[src/rtl/irq_pkg.sv]
// Shared types and constants for the MMC3-family scanline IRQ engine.
package irq_pkg;

   typedef enum logic [1:0] {
      IRQ_MMC3B = 2'd0,
      IRQ_MMC3A = 2'd1,
      IRQ_ACC   = 2'd2,
      IRQ_OFF   = 2'd3
   } irq_mode_e;

   localparam logic [3:0] REG_LATCH   = 4'hC;
   localparam logic [3:0] REG_RELOAD  = 4'hD;
   localparam logic [3:0] REG_DISABLE = 4'hE;
   localparam logic [3:0] REG_ENABLE  = 4'hF;

   localparam logic [7:0] SST_LATCH = 8'd16;
   localparam logic [7:0] SST_COUNT = 8'd17;
   localparam logic [7:0] SST_FLAGS = 8'd18;
   localparam logic [7:0] SST_PRESC = 8'd19;
   localparam logic [7:0] SST_FILT  = 8'd20;

   typedef struct packed {
      logic       act;
      logic       we_reg;
      logic [7:0] addr;
      logic [7:0] din;
   } SSTBus;

   // This block owns save-state slots 16..23.
   function automatic logic sst_hit(input logic [7:0] a);
      return a[7:3] == 5'b00010;
   endfunction

endpackage

[src/rtl/irq_mmc3_gen_if.sv]
// CPU register-write strobe and save-state bus shared with the mapper core.
interface irq_mmc3_gen_if;
   import irq_pkg::*;

   logic       decode_en;
   logic [3:0] reg_addr;
   logic [7:0] cpu_data;
   SSTBus      sst;
   logic       sst_ce;
   logic [7:0] sst_do;

   modport master (output decode_en, reg_addr, cpu_data, sst, input sst_ce, sst_do);
   modport slave  (input decode_en, reg_addr, cpu_data, sst, output sst_ce, sst_do);

endinterface

[src/rtl/irq_a12_evt.sv]
// A12/M2 edge detection, M2-timed A12 low filter and Acclaim prescaler.
// Emits a single-clk counter event for the currently selected mode.
module irq_a12_evt import irq_pkg::*; #(
   parameter  int A12_FILT = 3,
   parameter  int ACC_DIV  = 8,
   localparam int FW       = $clog2(A12_FILT + 1),
   localparam int PW       = $clog2(ACC_DIV)
) (
   input  logic          clk,
   input  logic          rst_n,
   input  irq_mode_e     mode_i,
   input  logic          hold_i,
   input  logic          presc_clr_i,
   input  logic          presc_ld_i,
   input  logic [PW-1:0] presc_val_i,
   input  logic          filt_ld_i,
   input  logic [FW-1:0] filt_val_i,
   input  logic          cpu_m2_i,
   input  logic          ppu_a12_i,
   output logic          evt_o,
   output logic [PW-1:0] presc_o,
   output logic [FW-1:0] filt_o
);

   localparam logic [FW-1:0] FILT_SAT  = FW'(A12_FILT);
   localparam logic [PW-1:0] PRESC_TOP = PW'(ACC_DIV - 1);

   logic          a12_q, m2_q;
   irq_mode_e     mode_q;
   logic [PW-1:0] presc_q, presc_d;
   logic [FW-1:0] filt_q, filt_d;
   logic          a12_rise, a12_fall, m2_fall, mmc3, acc, mode_chg;

   assign a12_rise = ppu_a12_i & ~a12_q;
   assign a12_fall = ~ppu_a12_i & a12_q;
   assign m2_fall  = ~cpu_m2_i & m2_q;
   assign mmc3     = (mode_i == IRQ_MMC3B) || (mode_i == IRQ_MMC3A);
   assign acc      = (mode_i == IRQ_ACC);
   assign mode_chg = (mode_i != mode_q);

   // The filter is judged on its value before this edge's clear.
   assign evt_o = ~hold_i & ((mmc3 & a12_rise & (filt_q >= FILT_SAT)) |
                             (acc & a12_fall & (presc_q == PRESC_TOP)));

   always_comb begin
      presc_d = presc_q;
      if (presc_ld_i)
         presc_d = presc_val_i;
      else if (mode_chg || presc_clr_i)
         presc_d = '0;
      else if (!hold_i && acc && a12_fall)
         presc_d = (presc_q == PRESC_TOP) ? '0 : presc_q + PW'(1);
   end

   always_comb begin
      filt_d = filt_q;
      if (filt_ld_i)
         filt_d = filt_val_i;
      else if (mode_chg)
         filt_d = '0;
      else if (hold_i)
         filt_d = filt_q;
      else if (ppu_a12_i)
         filt_d = '0;
      else if (m2_fall && (filt_q < FILT_SAT))
         filt_d = filt_q + FW'(1);
   end

   always_ff @(posedge clk or negedge rst_n) begin
      if (!rst_n) begin
         a12_q   <= 1'b0;
         m2_q    <= 1'b0;
         mode_q  <= IRQ_MMC3B;
         presc_q <= '0;
         filt_q  <= FILT_SAT;
      end else begin
         a12_q   <= ppu_a12_i;
         m2_q    <= cpu_m2_i;
         mode_q  <= mode_i;
         presc_q <= presc_d;
         filt_q  <= filt_d;
      end
   end

   assign presc_o = presc_q;
   assign filt_o  = filt_q;

endmodule

[src/rtl/irq_mmc3_gen.sv]
// Runtime-selectable MMC3 rev A / rev B / Acclaim scanline IRQ core with
// register file, reload/counter logic and save-state access.
module irq_mmc3_gen import irq_pkg::*; #(
   parameter int CNT_W    = 8,
   parameter int A12_FILT = 3,
   parameter int ACC_DIV  = 8
) (
   input  logic         clk,
   input  logic         map_rst_n,
   input  logic [1:0]   mode,
   input  logic         cpu_m2,
   input  logic         ppu_a12,
   output logic         irq,
   irq_mmc3_gen_if.slave bus
);

   localparam int FW = $clog2(A12_FILT + 1);
   localparam int PW = $clog2(ACC_DIV);

   irq_mode_e        md;
   logic [CNT_W-1:0] latch_q, latch_d, cnt_q, cnt_d;
   logic             rel_q, rel_d, en_q, en_d, irq_q, irq_d;
   logic             evt, cpu_wr, sst_wr;
   logic [PW-1:0]    presc;
   logic [FW-1:0]    filt;

   assign md          = irq_mode_e'(mode);
   assign bus.sst_ce  = sst_hit(bus.sst.addr);
   assign cpu_wr      = bus.decode_en & ~bus.sst.act;
   assign sst_wr      = bus.sst.act & bus.sst.we_reg & bus.sst_ce;

   irq_a12_evt #(.A12_FILT(A12_FILT), .ACC_DIV(ACC_DIV)) u_evt (
      .clk         (clk),
      .rst_n       (map_rst_n),
      .mode_i      (md),
      .hold_i      (bus.sst.act),
      .presc_clr_i (cpu_wr && (bus.reg_addr == REG_RELOAD)),
      .presc_ld_i  (sst_wr && (bus.sst.addr == SST_PRESC)),
      .presc_val_i (bus.sst.din[PW-1:0]),
      .filt_ld_i   (sst_wr && (bus.sst.addr == SST_FILT)),
      .filt_val_i  (bus.sst.din[FW-1:0]),
      .cpu_m2_i    (cpu_m2),
      .ppu_a12_i   (ppu_a12),
      .evt_o       (evt),
      .presc_o     (presc),
      .filt_o      (filt)
   );

   // Event first, then writes: a same-cycle 0xD/0xE overrides the event result,
   // while 0xC only affects later reloads.
   always_comb begin
      latch_d = latch_q;
      cnt_d   = cnt_q;
      rel_d   = rel_q;
      en_d    = en_q;
      irq_d   = irq_q;
      if (evt) begin
         if ((cnt_q == '0) || rel_q) begin
            cnt_d = latch_q;
            rel_d = 1'b0;
         end else begin
            cnt_d = cnt_q - CNT_W'(1);
         end
         if (en_q && (cnt_d == '0) && ((md != IRQ_MMC3A) || (cnt_q != '0) || rel_q))
            irq_d = 1'b1;
      end
      if (cpu_wr) begin
         case (bus.reg_addr)
            REG_LATCH:   latch_d = CNT_W'(bus.cpu_data);
            REG_RELOAD:  begin cnt_d = '0; rel_d = 1'b1; end
            REG_DISABLE: begin en_d = 1'b0; irq_d = 1'b0; end
            REG_ENABLE:  en_d = 1'b1;
            default: ;
         endcase
      end
      if (sst_wr) begin
         case (bus.sst.addr)
            SST_LATCH: latch_d = CNT_W'(bus.sst.din);
            SST_COUNT: cnt_d   = CNT_W'(bus.sst.din);
            SST_FLAGS: {en_d, rel_d, irq_d} = bus.sst.din[2:0];
            default: ;
         endcase
      end
   end

   always_ff @(posedge clk or negedge map_rst_n) begin
      if (!map_rst_n) begin
         latch_q <= '0;
         cnt_q   <= '0;
         rel_q   <= 1'b0;
         en_q    <= 1'b0;
         irq_q   <= 1'b0;
      end else begin
         latch_q <= latch_d;
         cnt_q   <= cnt_d;
         rel_q   <= rel_d;
         en_q    <= en_d;
         irq_q   <= irq_d;
      end
   end

   assign irq = irq_q;

   always_comb begin
      bus.sst_do = 8'h00;
      if (bus.sst_ce) begin
         case (bus.sst.addr)
            SST_LATCH: bus.sst_do = latch_q[7:0];
            SST_COUNT: bus.sst_do = cnt_q[7:0];
            SST_FLAGS: bus.sst_do = {5'b0, en_q, rel_q, irq_q};
            SST_PRESC: bus.sst_do = 8'(presc);
            SST_FILT:  bus.sst_do = 8'(filt);
            default:   bus.sst_do = 8'hFF;
         endcase
      end
   end

endmodule

[src/flat_wrapper.sv]
// flat-port wrapper written by rule: the top's interface ports become plain ports
module irq_mmc3_gen_flat import irq_pkg::*;
#(
   parameter int CNT_W    = 8,
   parameter int A12_FILT = 3,
   parameter int ACC_DIV  = 8
)
  (clk, map_rst_n, mode, cpu_m2, ppu_a12, irq, bus_decode_en, bus_reg_addr, bus_cpu_data, bus_sst, bus_sst_ce, bus_sst_do);
  irq_mmc3_gen_if bus_i ();
  input  logic clk;
  input  logic map_rst_n;
  input  logic [1:0] mode;
  input  logic cpu_m2;
  input  logic ppu_a12;
  output logic irq;
  input wire logic [$bits(bus_i.decode_en)-1:0] bus_decode_en;
  input wire logic [$bits(bus_i.reg_addr)-1:0] bus_reg_addr;
  input wire logic [$bits(bus_i.cpu_data)-1:0] bus_cpu_data;
  input wire logic [$bits(bus_i.sst)-1:0] bus_sst;
  output wire logic [$bits(bus_i.sst_ce)-1:0] bus_sst_ce;
  output wire logic [$bits(bus_i.sst_do)-1:0] bus_sst_do;
  assign bus_i.decode_en = bus_decode_en;
  assign bus_i.reg_addr = bus_reg_addr;
  assign bus_i.cpu_data = bus_cpu_data;
  assign bus_i.sst = bus_sst;
  assign bus_sst_ce = bus_i.sst_ce;
  assign bus_sst_do = bus_i.sst_do;
  irq_mmc3_gen #(.CNT_W(CNT_W), .A12_FILT(A12_FILT), .ACC_DIV(ACC_DIV)) u_core (.clk(clk), .map_rst_n(map_rst_n), .mode(mode), .cpu_m2(cpu_m2), .ppu_a12(ppu_a12), .irq(irq), .bus(bus_i));
endmodule
[config.mk]
export PLATFORM = sky130hd
export DESIGN_NAME = irq_mmc3_gen_flat
export DESIGN_NICKNAME = d
export VERILOG_FILES = /design/src/rtl/irq_pkg.sv /design/src/rtl/irq_mmc3_gen_if.sv /design/src/rtl/irq_a12_evt.sv /design/src/rtl/irq_mmc3_gen.sv /design/src/flat_wrapper.sv
export SDC_FILE = /design/constraint.sdc
export NUM_CORES = 1
export LEC_CHECK = 0
export CAP_MARGIN = 20
export CORE_UTILIZATION = 27
export CTS_BUF_LIST = sky130_fd_sc_hd__clkbuf_16
export DETAILED_ROUTE_END_ITERATION = 16
export PLACE_DENSITY = 0.53
export SETUP_SLACK_MARGIN = 0.4
export SLEW_MARGIN = 40
export SYNTH_ARGS = -nofsm -noshare
export SYNTH_HDL_FRONTEND = slang
export SYNTH_SLANG_ARGS = --single-unit
[constraint.sdc]
create_clock -name clk -period 3.1 [get_ports clk]
set_input_delay 0.62 -clock clk [delete_from_list [all_inputs] [get_ports clk]]
set_output_delay 0.62 -clock clk [all_outputs]
set_load 0.1 [all_outputs]
==> qor.csv <==
metric,value,unit
antenna_found_initial,0,
grt_max_degree,29,
diodes,0,
die-area,8100,um2
max_stage_delay,0.54,ns
path_clk_slew,0.07,ns
status,completed,
power_density,366,nW/um2
grt_first_pass_wirelength,11.0,mm
crit_family,buffers and inverters,
worstSetupPathType,primary input to primary output,
mostFrequentLayoutCells,"nand2_1 (35), clkdlybuf4s50_1 (28), dfrtp_1 (26)",
pwr-share-comb,22.3,%
cts.htree.levels,1,
synthArstFlopShare,100,%
switching_share,28.5,%
ys_seq_elements,28,
layout_commonest_cell,nand2_1,
drc,0,
rsz0062_at_grt,no,
cpMostUsedCell,buf_12,
synth_top_area_share,31.1,%
p_seq_share,41.7,%
setup_violations,0,
worst_path_max_delay_cell,or4_4,
cts_max_path_buffers,2,
synth_top_cell_by_area,dfrtp_1,
finalWirelength,6.59,mm
fin_skew,0.00451,ns
cts_root_buffer,clkbuf_16,
die_x,90.0,um
holdWs,0.604,ns
path_cells,"dlygate4sd2_1, or4_4, buf_12, buf_12, a21oi_4, buf_12",
max_freq,380,MHz
fin_crit_sh,85.0,%
clock-sinks,28,
total_power,1.08,mW
p_int,775,uW
wl_per_cell,16.5,um
syn_inst,249,
fp.dieH,90.0,um
arrival,2.01,ns
final_nets,343,
fillers,750,
start_util,28.4,%
cp-end-kind,primary output,
finalSetupTns,0,ns
syn_area_per_cell,8.40,um2
final_max_slew_viol_count,0,
syn_to_final_growth,41.8,%
ys_types,52,
ys_seq_area_share,33.6,%
grt_usage,16.9,%
holdCritPathClass,flop to flop,
first_global_vias,2099,
avgViaCountPerCell,5.15,
hpwl,5.03,mm
grt.overflow.total,0,
synthTopCellsByArea,"dfrtp_1 (31%), mux2i_1 (7.7%), nand2_1 (6.3%)",
tritoncts,yes,
io_buffers,46,
syn_area,2090,um2
vias,2053,
routabilityCongestion,0.884,
ant_nets,0,
crit_required,2.48,ns
synth_edf_count,0,
dr.pass1.iters,4,
power.switching,309,uW
tightest_slew,0.600,ns
placementRows,31,
clkLatencyLatePin,0.27,ns
path_max_fanout,8,
synthFlopType,dfrtp_1,
io_pins,47,
drtIter0Drc,174,
maxCapViolations,0,
ir_drop,0.193,mV
min_period,2.63,ns
core,7370,um2
path_buf_inv,4,
power.leakage,1.18,nW
clkPwrFrac,36.1,%
layout-drive-gt1-share,16.3,%
max_slew_margin,59.9,%
critPathLaunchType,primary input,
hold_viol,0,
numCtsBuffers,3,
yosys_warnings,0,
syn-num-nets,291,
-- worst paths after layout --
check	to	slack (ns)	startpoint	cells past startpoint
worst max-delay path	bus_sst_do[0]	0.47	bus_sst[11]	6
min in group asynchronous	u_core.en_q	0.73	map_rst_n	2
worst min-delay path	u_core.u_evt.filt_o[0]	0.60	u_core.u_evt.mode_q[1]	3
worst max register to register	u_core.cnt_q[6]	0.82	u_core.cnt_q[0]	7
worst min register to register	u_core.u_evt.filt_o[0]	0.60	u_core.u_evt.mode_q[1]	3
max in group asynchronous	u_core.u_evt.filt_o[0]	2.02	map_rst_n	2
-- power by group through the flow --
stage                     Clock (mW)  Sequential [mW]  Combinational (mW)
after global routing           0.415            0.458               0.267
after global placement             0            0.458               0.238
after CTS                      0.406            0.451               0.243
after floorplan                    0            0.429               0.148
after detailed placement           0            0.458               0.241
final                          0.391            0.452               0.242
-- kinds of logic after synthesis --
| family | after synthesis | share of synthesized area (%) |
|---|---|---|
| buffers and inverters | 19 | 4.01 |
| AND/OR/NAND/NOR | 104 | 27.5 |
| adder cells (fa/ha/maj) | 5 | 2.99 |
| XOR/XNOR | 4 | 1.67 |
| AO/OA/AOI/OAI | 71 | 21.5 |
| flip-flops | 28 | 33.6 |
| multiplexers | 18 | 8.73 |
-- flip-flops by register name, summed over array words and instances, names as in the netlist, 2 cells and up --
signal and cells:
u_core.u_evt.filt_o 2, u_core.u_evt.mode_q 2, u_core.cnt_q 8, u_core.u_evt.presc_o 3, u_core.latch_q 8
-- layout make-up --
cell class,count,area [um2],area share [%]
clock inverters,1,30.0,1.01
multi-input cells,202,1350,45.6
inverters,10,37.5,1.27
well taps,99,124,4.18
clock buffers,3,75.1,2.53
flip-flops and latches,28,703,23.7
repair buffers,56,643,21.7
-- synth_stat cells, types with 3 or more instances --
cell	n
a21oi_1	13
ha_1	5
o21ai_0	18
nor3_1	4
nor3b_1	3
xnor2_1	3
a22oi_1	9
a22o_1	3
o21ai_1	7
nor2b_1	3
nand2b_1	4
nor4_4	4
inv_1	10
or4_1	4
o31ai_1	4
clkbuf_1	4
nand3_1	4
a211oi_1	3
mux2i_1	16
nand2_1	35
dfrtp_1	26
nor2_1	27
and2_1	3
-- metrics by stage --
stage	setup slack, ns	cell area (um2)	utilization, %	std cells
floorplan	0.119	2120	-	249
global placement	0.286	2810	38.1	393
detailed placement	0.288	2810	38.1	393
CTS	0.413	2960	40.2	399
global route	0.441	2970	40.3	399
finish	0.466	2970	40.3	399
-- per-layer routing --
layer | global-route usage [%] | routed length [um]
met1 | 22.8 | 3060
met2 | 28.4 | 3210
met3 | 2.03 | 251
met4 | 4.84 | 73
met5 | 0 | 0
-- tightest hold or removal path, stage by stage, from the launching register on --
cell     delay (ns)
dfrtp_1        0.35
xnor2_1        0.06
nand2_1        0.10
o31ai_1        0.09
-- repair_timing --
item                                    in CTS  in global routing
endpoints found under the hold margin        0                  0
pin swaps                                    2                  1
gates resized for setup                     18                  1
setup buffers                                2                  0
endpoints found under the setup margin       8                  2
hold buffers                                 0                  0
Note: power is estimated with default switching activity, not from simulation.
